===== src/rtl/playmode_layer_mux.sv =====
// Play-mode compositor: merges the background colour with the HUD, ball,
// player and rope layers by fixed priority and registers the RGB332 result.
// A hit-flash FSM inverts the play-field colours (never the HUD) in blink
// phases for a fixed number of frames after the player is hit.
module playmode_layer_mux #(
  parameter int          FLASH_FRAMES = 32,
  parameter int          BLINK_PERIOD = 4,
  parameter logic [7:0]  TRANSPARENT  = 8'hFF
) (
  input  logic       clk,
  input  logic       resetN,
  input  logic       startOfFrame,
  input  logic       hitPulse,
  input  logic       hudDR,
  input  logic [7:0] hudRGB,
  input  logic       ballDR,
  input  logic [7:0] ballRGB,
  input  logic       playerDR,
  input  logic [7:0] playerRGB,
  input  logic       ropeDR,
  input  logic [7:0] ropeRGB,
  input  logic [7:0] BG_RGB,
  output logic [7:0] RGBOut,
  output logic       flashActive
);

  localparam int FW = $clog2(FLASH_FRAMES);
  localparam int BW = (BLINK_PERIOD > 1) ? $clog2(BLINK_PERIOD) : 1;
  localparam logic [FW-1:0] FRAME_LAST = FW'(FLASH_FRAMES - 1);
  localparam logic [BW-1:0] BLINK_LAST = BW'(BLINK_PERIOD - 1);

  localparam logic [0:0] IDLE  = 1'b0;
  localparam logic [0:0] FLASH = 1'b1;

  logic [0:0]    state, state_next;
  logic [FW-1:0] frame_cnt, frame_next;
  logic [BW-1:0] blink_cnt, blink_next;
  logic          phase, phase_next;

  logic          hud_valid, ball_valid, player_valid, rope_valid;
  logic [7:0]    sel_rgb;
  logic          sel_is_hud;
  logic          invert;
  logic [7:0]    pix_next;

  // Flash FSM next state: a hit always restarts the flash and beats any frame count
  always_comb begin
    state_next = state;
    frame_next = frame_cnt;
    blink_next = blink_cnt;
    phase_next = phase;
    if (hitPulse) begin
      state_next = FLASH;
      frame_next = '0;
      blink_next = '0;
      phase_next = 1'b1;
    end else if (state == FLASH && startOfFrame) begin
      if (frame_cnt == FRAME_LAST) begin
        state_next = IDLE;
        frame_next = '0;
        blink_next = '0;
        phase_next = 1'b0;
      end else begin
        frame_next = frame_cnt + 1'b1;
        if (blink_cnt == BLINK_LAST) begin
          blink_next = '0;
          phase_next = ~phase;
        end else begin
          blink_next = blink_cnt + 1'b1;
        end
      end
    end
  end

  // Priority select of the visible layer, inverted during the flash's inverted phase
  always_comb begin
    hud_valid    = hudDR    && (hudRGB    != TRANSPARENT);
    ball_valid   = ballDR   && (ballRGB   != TRANSPARENT);
    player_valid = playerDR && (playerRGB != TRANSPARENT);
    rope_valid   = ropeDR   && (ropeRGB   != TRANSPARENT);
    sel_is_hud   = 1'b0;
    if (hud_valid) begin
      sel_rgb    = hudRGB;
      sel_is_hud = 1'b1;
    end else if (ball_valid) begin
      sel_rgb = ballRGB;
    end else if (player_valid) begin
      sel_rgb = playerRGB;
    end else if (rope_valid) begin
      sel_rgb = ropeRGB;
    end else begin
      sel_rgb = BG_RGB;
    end
    invert   = (state == FLASH) && phase && !sel_is_hud;
    pix_next = invert ? ~sel_rgb : sel_rgb;
  end

  // State, counters and registered outputs
  always_ff @(posedge clk or negedge resetN) begin
    if (!resetN) begin
      state       <= IDLE;
      frame_cnt   <= '0;
      blink_cnt   <= '0;
      phase       <= 1'b0;
      RGBOut      <= 8'h00;
      flashActive <= 1'b0;
    end else begin
      state       <= state_next;
      frame_cnt   <= frame_next;
      blink_cnt   <= blink_next;
      phase       <= phase_next;
      RGBOut      <= pix_next;
      flashActive <= (state_next == FLASH);
    end
  end

endmodule


===== config.mk =====
export PLATFORM = sky130hd
export DESIGN_NAME = playmode_layer_mux
export DESIGN_NICKNAME = d
export VERILOG_FILES = /design/src/rtl/playmode_layer_mux.sv
export SDC_FILE = /design/constraint.sdc
export NUM_CORES = 1
export LEC_CHECK = 0
export ABC_CLOCK_PERIOD_IN_PS = 2400
export CORE_MARGIN = 2
export CORE_UTILIZATION = 44
export CTS_BUF_LIST = sky130_fd_sc_hd__clkbuf_2
export DETAILED_ROUTE_END_ITERATION = 10
export PLACE_DENSITY_LB_ADDON = 0.05
export SLEW_MARGIN = 0
export SYNTH_ARGS = -nofsm -noshare
export SYNTH_HDL_FRONTEND = slang
export SYNTH_SLANG_ARGS = --single-unit

===== constraint.sdc =====
create_clock -name clk -period 2.4 [get_ports clk]
set_clock_uncertainty 0.05 [all_clocks]
set_input_delay 0.48 -clock clk [delete_from_list [all_inputs] [get_ports clk]]
set_output_delay 0.48 -clock clk [all_outputs]
set_load 0.02 [all_outputs]

==> flow_summary.toml, run 1 <==
[cts]
cts.htree.levels = 1
tritoncts = "built"
cts_setup_buffers = 0
clkLatencyLatePin_ps = 300
cts_root_buffer = "clkbuf_2"
cts.clk_slew.worst_paths_ps = 180
post_cts_resized = 0
cts_buffer_depth = 2
postCtsHoldBufs = 0
cts.sinks = 17
cts_buffers = 3

[routing]
routed_wl_um = 3645
drtIter0Drc = 80
dr.pass1.iters = 6
viasPerCell = 5.775
final_antenna_net_count = 0
wire_per_inst_um = 15.44
vias = 1363
drcViolationCount = 0

[placement]
placed_area_um2 = 1942
placedCellCount = 232
place.gp.congestion = 0.8123
place_ws_ps = 106.6
dp_hpwl_um = 2877
port_buffers = 56

[timing]
finalWorstSetupSlack_ps = 417.8
hold_viol = 0
slew_viol_final = 0
tns_ps = 0
worstMarginPinSlew_ps = 407.3
period_share = 0.8259
slew-limit-headroom = 0.7283
whs_ps = 433.9
setup_viol = 0
fmax_mhz = 504.5
finalCriticalPeriod_ps = 1982
rsz0062_at_grt = "false"

[power_and_ir_drop]
vdd_drop_max_v = 0.0002091
power_mw = 0.7205
comb_power_share = 0.377
power_density_nw_per_um2 = 367.2
p_int_mw = 0.4986
pwr-share-clk = 0.183
switchingPower_mw = 0.2219
leakage_nw = 0.8226
sw_frac_of_total = 0.3080
power_frac_seq = 0.440

[setup_path]
cp_max_fo = 7
crit_arrival_ps = 1450
cp_slowest_stage_delay_ps = 650
worstSetupPathDepth = 1
crit_chain = "clkdlybuf4s50_1"
cp_top_family = "buffers and inverters"
cpMaxStageDelayCell = "clkdlybuf4s50_1"
endpoint = "flashActive"
end_kind = "primary output"
startpoint = "state$_DFFE_PN0P_"
rr_endpoint = "frame_cnt[2]$_DFFE_PN0P_"
crit_required_ps = 1870
worstSetupStartpointType = "flip-flop"
r2r_cells = 5
regToRegSetupSlack_ps = 450
worst-path-buf-inv = 1
crit_type = "flip-flop to primary output"
reg2reg_from = "frame_cnt[0]$_DFFE_PN0P_"

[yosys]
netlist_instances = 146
syn_area_um2 = 1370
ys_ff_latch = 17
synth_cell_type_count = 28
synth-main-ff-cell = "dfrtp_1"
yosysWarnings = 0
ys_seq_area_frac = 0.3105
synthArstFlopShare = 1.000
synth_edf_count = 0
postSynthNetCount = 197
syn_area_per_cell_um2 = 9.384

[grt]
busiest_layer = "met2"
grtUsageTotal = 0.2089
grt_use_met3 = 0.03030
grt_pass1_vias = 1265
grt_util_met2 = 0.3649
grt_max_degree = 18
grt_use_met1 = 0.2703
grt_pass1_wl_um = 5692
overflow = 0
antenna_found_initial = 0

[cells_and_area]
post-route-util = 0.6533
diodes = 0
n_fill_cell = 249
design_area_um2 = 1962
fin_nets = 255
synthToLayoutAreaGrowth_pct = 43.20
layout-drive-gt1-share = 0.09360
layoutNonFillerInstCount = 236

[run_status]
status = "finished, final reports clean"

[die]
die_w_um = 59.80
die_y_um = 59.80
rows = 20
io_pins = 57
die_area_um2 = 3576
start_util = 0.4563
core_area_um2 = 3003

[run]
maxCapViolCount = 0

[hold_path]
hp-class = "input port to asynchronous set/reset pin"
==> layout make-up <==
cell class,count,area [µm²],area share
well taps,33,41.29,0.02105
repair buffers,61,598.1,0.3048
clock inverters,1,5.005,0.002551
flip-flops and latches,17,425.4,0.2168
clock buffers,3,15.01,0.007653
inverters,9,33.78,0.01722
multi-input cells,112,843.3,0.4298
==> cell families (layout without fill, tap and decap cells) <==
logic type               after synthesis  count (layout)  share of synthesized area
flip-flops                            17              17                     0.3105
AND/OR/NAND/NOR                       36              36                     0.1616
multiplexers                          32              32                     0.2411
adder cells (fa/ha/maj)                3               3                    0.02740
buffers and inverters                 17              74                    0.07397
AO/OA/AOI/OAI                         41              41                     0.1854
==> registers in the layout, indices dropped and copies added (netlist names) <==
name / count
frame_cnt: 5
RGBOut: 8
state: 1
blink_cnt: 2
phase: 1
==> worst min path at each step <==
| stage | start | to | slack (ps) | cells past startpoint |
|---|---|---|---|---|
| 2_1_floorplan | resetN | RGBOut[0]$_DFF_PN0_ | 130 | 0 |
| 3_3_place_gp | blink_cnt[1]$_DFFE_PN0P_ | blink_cnt[1]$_DFFE_PN0P_ | 460 | 2 |
| 3_5_place_dp | blink_cnt[1]$_DFFE_PN0P_ | blink_cnt[1]$_DFFE_PN0P_ | 480 | 2 |
| 4_1_cts | resetN | frame_cnt[3]$_DFFE_PN0P_ | 420 | 2 |
| 5_1_grt | resetN | frame_cnt[4]$_DFFE_PN0P_ | 430 | 2 |
| 6_report | resetN | frame_cnt[3]$_DFFE_PN0P_ | 430 | 2 |
==> power by group through the flow <==
stage / registers, mW / clock network [mW] / logic (mW)
floorplan: 0.341 / 0 / 0.105
global placement: 0.322 / 0 / 0.266
detailed placement: 0.321 / 0 / 0.272
CTS: 0.317 / 0.139 / 0.273
global route: 0.320 / 0.144 / 0.294
finish: 0.317 / 0.132 / 0.272
==> cells in the mapped netlist (2+ instances only) <==
library cell | number | area [µm²]
a21oi_1 | 17 | 85.08
a221oi_1 | 8 | 70.07
buf_6 | 3 | 33.78
clkbuf_1 | 3 | 11.26
dfrtp_1 | 17 | 425.4
ha_1 | 3 | 37.54
inv_1 | 9 | 33.78
mux2_2 | 8 | 90.09
mux2i_1 | 24 | 240.2
nand2_1 | 5 | 18.77
nand3_1 | 2 | 10.01
nand4_1 | 9 | 56.30
nand4b_1 | 8 | 70.07
nor2_1 | 4 | 15.01
nor3_1 | 3 | 15.01
o21ai_0 | 11 | 55.05
==> placed cells by master (no fill, tap or decap), drive strengths merged, types with 4 or more instances in the layout <==
| master | count |
|---|---|
| nand2 | 5 |
| inv | 9 |
| clkdlybuf4s50 | 56 |
| o21ai | 13 |
| nand4b | 8 |
| nor2 | 4 |
| a221oi | 8 |
| nand4 | 9 |
| mux2 | 8 |
| dfrtp | 17 |
| mux2i | 24 |
| a21oi | 17 |
| buf | 5 |
==> layer usage <==
layer  share of wire  vias up  wire, µm
met5               0        -         0
met3           0.058        2       210
met1            0.46      629      1679
met4          0.0047        0        17
met2            0.48       55      1738
li1                -      677         -
Note: power is estimated with default switching activity, not from simulation.
==> run 2, diff against run 1 <==
ABC_CLOCK_PERIOD_IN_PS = 1800   (was 2400)
CORE_UTILIZATION = 40   (was 44)
clock period = 1.8 ns   (was 2.4 ns; I/O delays follow)
==> flow_summary.toml, run 2 (synthesized netlist as in run 1, its figures left out) <==
[cts]
postCtsHoldBufs = 0
cts_buffer_depth = 2
tritoncts = "built"
cts_buffers = 3
cts.clk_slew.worst_paths_ps = 160
cts_root_buffer = "clkbuf_2"
clkLatencyLatePin_ps = 300
cts.sinks = 17
cts.htree.levels = 1

[cells_and_area]
diodes = 0
final_common_cell = "clkdlybuf4s50_1"
synthToLayoutAreaGrowth_pct = 61.64
fin_nets = 283
n_fill_cell = 298
layoutNonFillerInstCount = 277
final_cell_mix = "54 x clkdlybuf4s50_1, 32 x buf_4, 24 x mux2i_1, 17 x a21oi_1, 16 x dfrtp_1"
regMostFlops = "RGBOut"
largest_reg_flops = 8
reg_top3 = "RGBOut (8), frame_cnt (5), blink_cnt (2)"
layout-drive-gt1-share = 0.2251
post-route-util = 0.6689

[setup_path]
r2r_cells = 5
cp_top_family = "simple AND/OR/NAND/NOR gates"
worst-path-buf-inv = 0
path_common_cell = "ha_2"
regToRegSetupSlack_ps = 50
worstSetupPathDepth = 5
crit_chain = "ha_2 > and3_4 > ha_2 > or4b_1 > a21oi_1"
cp_max_fo = 4
cpMaxStageDelayCell = "or4b_1"
crit_arrival_ps = 1940
end_kind = "flip-flop"
crit_required_ps = 1990
crit_type = "flip-flop to flip-flop"
cp_slowest_stage_delay_ps = 490
worstSetupStartpointType = "flip-flop"

[grt]
antenna_found_initial = 0
overflow = 0
grt_max_degree = 18
grtUsageTotal = 0.2091
grt_pass1_vias = 1530
grt_pass1_wl_um = 6803

[routing]
viasPerCell = 5.368
wire_per_inst_um = 14.12
dr.pass1.iters = 4
drcViolationCount = 0
vias = 1487
routed_wl_um = 3910
final_antenna_net_count = 0
drtIter0Drc = 75

[timing]
whs_ps = 303.8
fmax_mhz = 572.5
rsz0062_at_grt = "false"
period_share = 0.9704
worstMarginPinSlew_ps = 414.6
slew_viol_final = 0
setup_viol = 0
finalCriticalPeriod_ps = 1747
finalWorstSetupSlack_ps = 53.31
slew-limit-headroom = 0.7234
hold_viol = 0

[die]
die_w_um = 62.53
rows = 21
die_y_um = 62.53
io_pins = 57
core_area_um2 = 3311
start_util = 0.4138
die_area_um2 = 3909

[power_and_ir_drop]
leakage_nw = 0.9557
vdd_drop_max_v = 0.0004426
power_density_nw_per_um2 = 461.5
power_mw = 1.022

[placement]
place_ws_ps = -415.8
port_buffers = 56
place.gp.congestion = 0.8027
dp_hpwl_um = 3149
placedCellCount = 271

[hold_path]
hp-class = "input port to asynchronous set/reset pin"

[run]
maxCapViolCount = 0

[run_status]
status = "finished, final reports clean"
run 2: repair_timing:
item | in CTS | in global routing
endpoints found under the setup margin | 5 | 5
pin swaps | 0 | 2
hold endpoints to repair | 0 | 0
setup buffers | 0 | 2
resized for setup | 2 | 7
run 2: where the power goes:
part	leakage, nW	internal, mW	switching [mW]	total, mW
Sequential	0.204	0.410	0.0152	0.425
Clock	0.0166	0.0589	0.125	0.184
Combinational	0.735	0.245	0.168	0.414
run 2: stage by stage:
step | TNS [ps] | cell area [µm²]
after global placement | -2357 | 2168
after CTS | 0 | 2186
after detailed placement | -2518 | 2168
after global routing | 0 | 2215
after floorplan | 0 | 1376
final | 0 | 2215
run 2: layout make-up:
cell class	instances	area (µm²)	share of cell area
multi-input combinational	112	858.3	0.3876
timing repair buffer	89	818.3	0.3695
sequential	17	426.7	0.1927
tap	46	57.56	0.02599
inverter	9	33.78	0.01525
clock buffer	4	20.02	0.009040
run 2: final timing paths:
kind,startpoint,to
min reg2reg,frame_cnt[4]$_DFFE_PN0P_,frame_cnt[4]$_DFFE_PN0P_
min in group clk,frame_cnt[4]$_DFFE_PN0P_,frame_cnt[4]$_DFFE_PN0P_
min,resetN,frame_cnt[3]$_DFFE_PN0P_
max,frame_cnt[1]$_DFFE_PN0P_,frame_cnt[2]$_DFFE_PN0P_
max in group asynchronous,resetN,frame_cnt[0]$_DFFE_PN0P_
max reg2reg,frame_cnt[1]$_DFFE_PN0P_,frame_cnt[2]$_DFFE_PN0P_
run 2: layer usage:
| metal | share of wire | wire length, µm | global-route usage | vias to the layer above |
|---|---|---|---|---|
| met5 | 0 | 0 | 0 | - |
| met4 | 0.0026 | 10 | 0.01667 | 0 |
| met3 | 0.062 | 244 | 0.04865 | 2 |
| li1 | - | - | - | 734 |
| met2 | 0.50 | 1943 | 0.3790 | 51 |
| met1 | 0.44 | 1711 | 0.2625 | 700 |
==> run 3, diff against run 2 <==
--- a/config.mk
+++ b/config.mk
@@ -12,2 +12,3 @@
 export DETAILED_ROUTE_END_ITERATION = 10
+export HOLD_SLACK_MARGIN = 0.15
 export PLACE_DENSITY_LB_ADDON = 0.05
@@ -17 +18,2 @@
 export SYNTH_SLANG_ARGS = --single-unit
+export TNS_END_PERCENT = 20
--- a/constraint.sdc
+++ b/constraint.sdc
@@ -4,2 +4,2 @@
 set_output_delay 0.36 -clock clk [all_outputs]
-set_load 0.02 [all_outputs]
+set_load 0.01 [all_outputs]
==> flow_summary.toml, run 3 (synthesized netlist as in run 1, its figures left out) <==
[placement]
placed_area_um2 = 2168
place.gp.congestion = 0.8027
port_buffers = 56
dp_hpwl_um = 3149
place_ws_ps = -415.8
placedCellCount = 271

[cells_and_area]
design_area_um2 = 2216
layoutNonFillerInstCount = 277
final_cell_mix = "55 x clkdlybuf4s50_1, 32 x buf_4, 24 x mux2i_1, 17 x a21oi_1, 15 x dfrtp_1"
reg_top3 = "RGBOut (8), frame_cnt (5), blink_cnt (2)"
diodes = 0
regMostFlops = "RGBOut"
layout-drive-gt1-share = 0.2251
fin_nets = 283
largest_reg_flops = 8
synthToLayoutAreaGrowth_pct = 61.74
final_common_cell = "clkdlybuf4s50_1"

[grt]
grt_max_degree = 18
grtUsageTotal = 0.2091
overflow = 0
antenna_found_initial = 0
grt_pass1_wl_um = 6803
grt_pass1_vias = 1530

[routing]
dr.pass1.iters = 4
routed_wl_um = 3936
drcViolationCount = 0
wire_per_inst_um = 14.21
wl_met2_um = 1979
drtIter0Drc = 72
maxUsedRoutingLayer = "met3"
vias = 1467
viasPerCell = 5.296
met3WireLength_um = 232
final_antenna_net_count = 0
wl_met1_um = 1724

[power_and_ir_drop]
pwr-share-clk = 0.179
sw_frac_of_total = 0.2880
power_density_nw_per_um2 = 452.7
vdd_drop_max_v = 0.0004089
power_frac_seq = 0.423
comb_power_share = 0.397
switchingPower_mw = 0.2889
p_int_mw = 0.7143
leakage_nw = 0.9641

[timing]
worstMarginPinSlew_ps = 415.4
finalWorstSetupSlack_ps = 34.76
period_share = 0.9807
slew-limit-headroom = 0.7229
fmax_mhz = 566.5
slew_viol_final = 0
tns_ps = 0
hold_viol = 0
finalCriticalPeriod_ps = 1765
setup_viol = 0
whs_ps = 316.2
rsz0062_at_grt = "true"

[run]
maxCapViolCount = 0

[setup_path]
crit_type = "flip-flop to flip-flop"
crit_required_ps = 1980
cp_max_fo = 4
end_kind = "flip-flop"
worstSetupStartpointType = "flip-flop"
crit_arrival_ps = 1940

[die]
io_pins = 57
die_area_um2 = 3909
die_w_um = 62.53
die_y_um = 62.53
rows = 21
core_area_um2 = 3311
start_util = 0.4138

[hold_path]
hp-class = "input port to asynchronous set/reset pin"

[cts]
cts_buffer_depth = 2
cts.htree.levels = 1
tritoncts = "built"
cts_buffers = 3
cts_root_buffer = "clkbuf_2"
cts.sinks = 17
clkLatencyLatePin_ps = 290
cts.clk_slew.worst_paths_ps = 170

[run_status]
status = "finished, final reports clean"
==> run 3: worst paths after layout <==
check	startpoint	to	slack, ps	depth (start not counted)
min in group clk	frame_cnt[4]$_DFFE_PN0P_	frame_cnt[4]$_DFFE_PN0P_	490	2
max in group asynchronous	resetN	frame_cnt[0]$_DFFE_PN0P_	1180	2
worst max register to register	frame_cnt[1]$_DFFE_PN0P_	frame_cnt[2]$_DFFE_PN0P_	30	5
worst min-delay path	resetN	phase$_DFFE_PN0P_	320	2
worst min register to register	frame_cnt[4]$_DFFE_PN0P_	frame_cnt[4]$_DFFE_PN0P_	490	2
worst max-delay path	frame_cnt[1]$_DFFE_PN0P_	frame_cnt[2]$_DFFE_PN0P_	30	5
==> run 3: critical path, cell delays in order (launching register included) <==
cell     delay, ps
dfrtp_1        460
ha_2           210
and3_1         190
ha_1           190
or4b_1         490
a21oi_1        120
==> run 3: stage by stage <==
step                total power [mW]  utilization
floorplan                     0.5784            -
global placement              0.8137       0.6550
detailed placement            0.8234       0.6550
CTS                            1.002       0.6606
global route                   1.061       0.6693
finish                         1.003       0.6693
==> run 3: layer usage <==
metal | vias to the layer above | global-route usage
li1 | 734 | -
met1 | 687 | 0.2625
met2 | 46 | 0.3790
met3 | 0 | 0.04865
met4 | 0 | 0.01667
met5 | - | 0
==> run 3: what timing repair did <==
action / 4_1_cts / 5_1_grt
pin swaps: 0 / 2
gates resized for setup: 1 / 7
hold buffers: 0 / 0
buffers inserted: 0 / 2
endpoints found under the setup margin: 4 / 6
==> run 3: power by group through the flow <==
| stage | clock network, mW | registers [mW] | logic [mW] |
|---|---|---|---|
| after floorplan | 0 | 0.439 | 0.140 |
| after global placement | 0 | 0.433 | 0.381 |
| after detailed placement | 0 | 0.432 | 0.392 |
| after CTS | 0.183 | 0.425 | 0.394 |
| after global routing | 0.197 | 0.429 | 0.435 |
| final | 0.180 | 0.425 | 0.399 |
==> run 3: layout make-up <==
cell class / count / area [µm²]
clock buffers: 4 / 20.02
fillers: 293 / 1095
inverters: 9 / 33.78
multi-input cells: 112 / 857.1
flip-flops and latches: 17 / 427.9
well taps: 46 / 57.56
repair buffers: 89 / 819.5
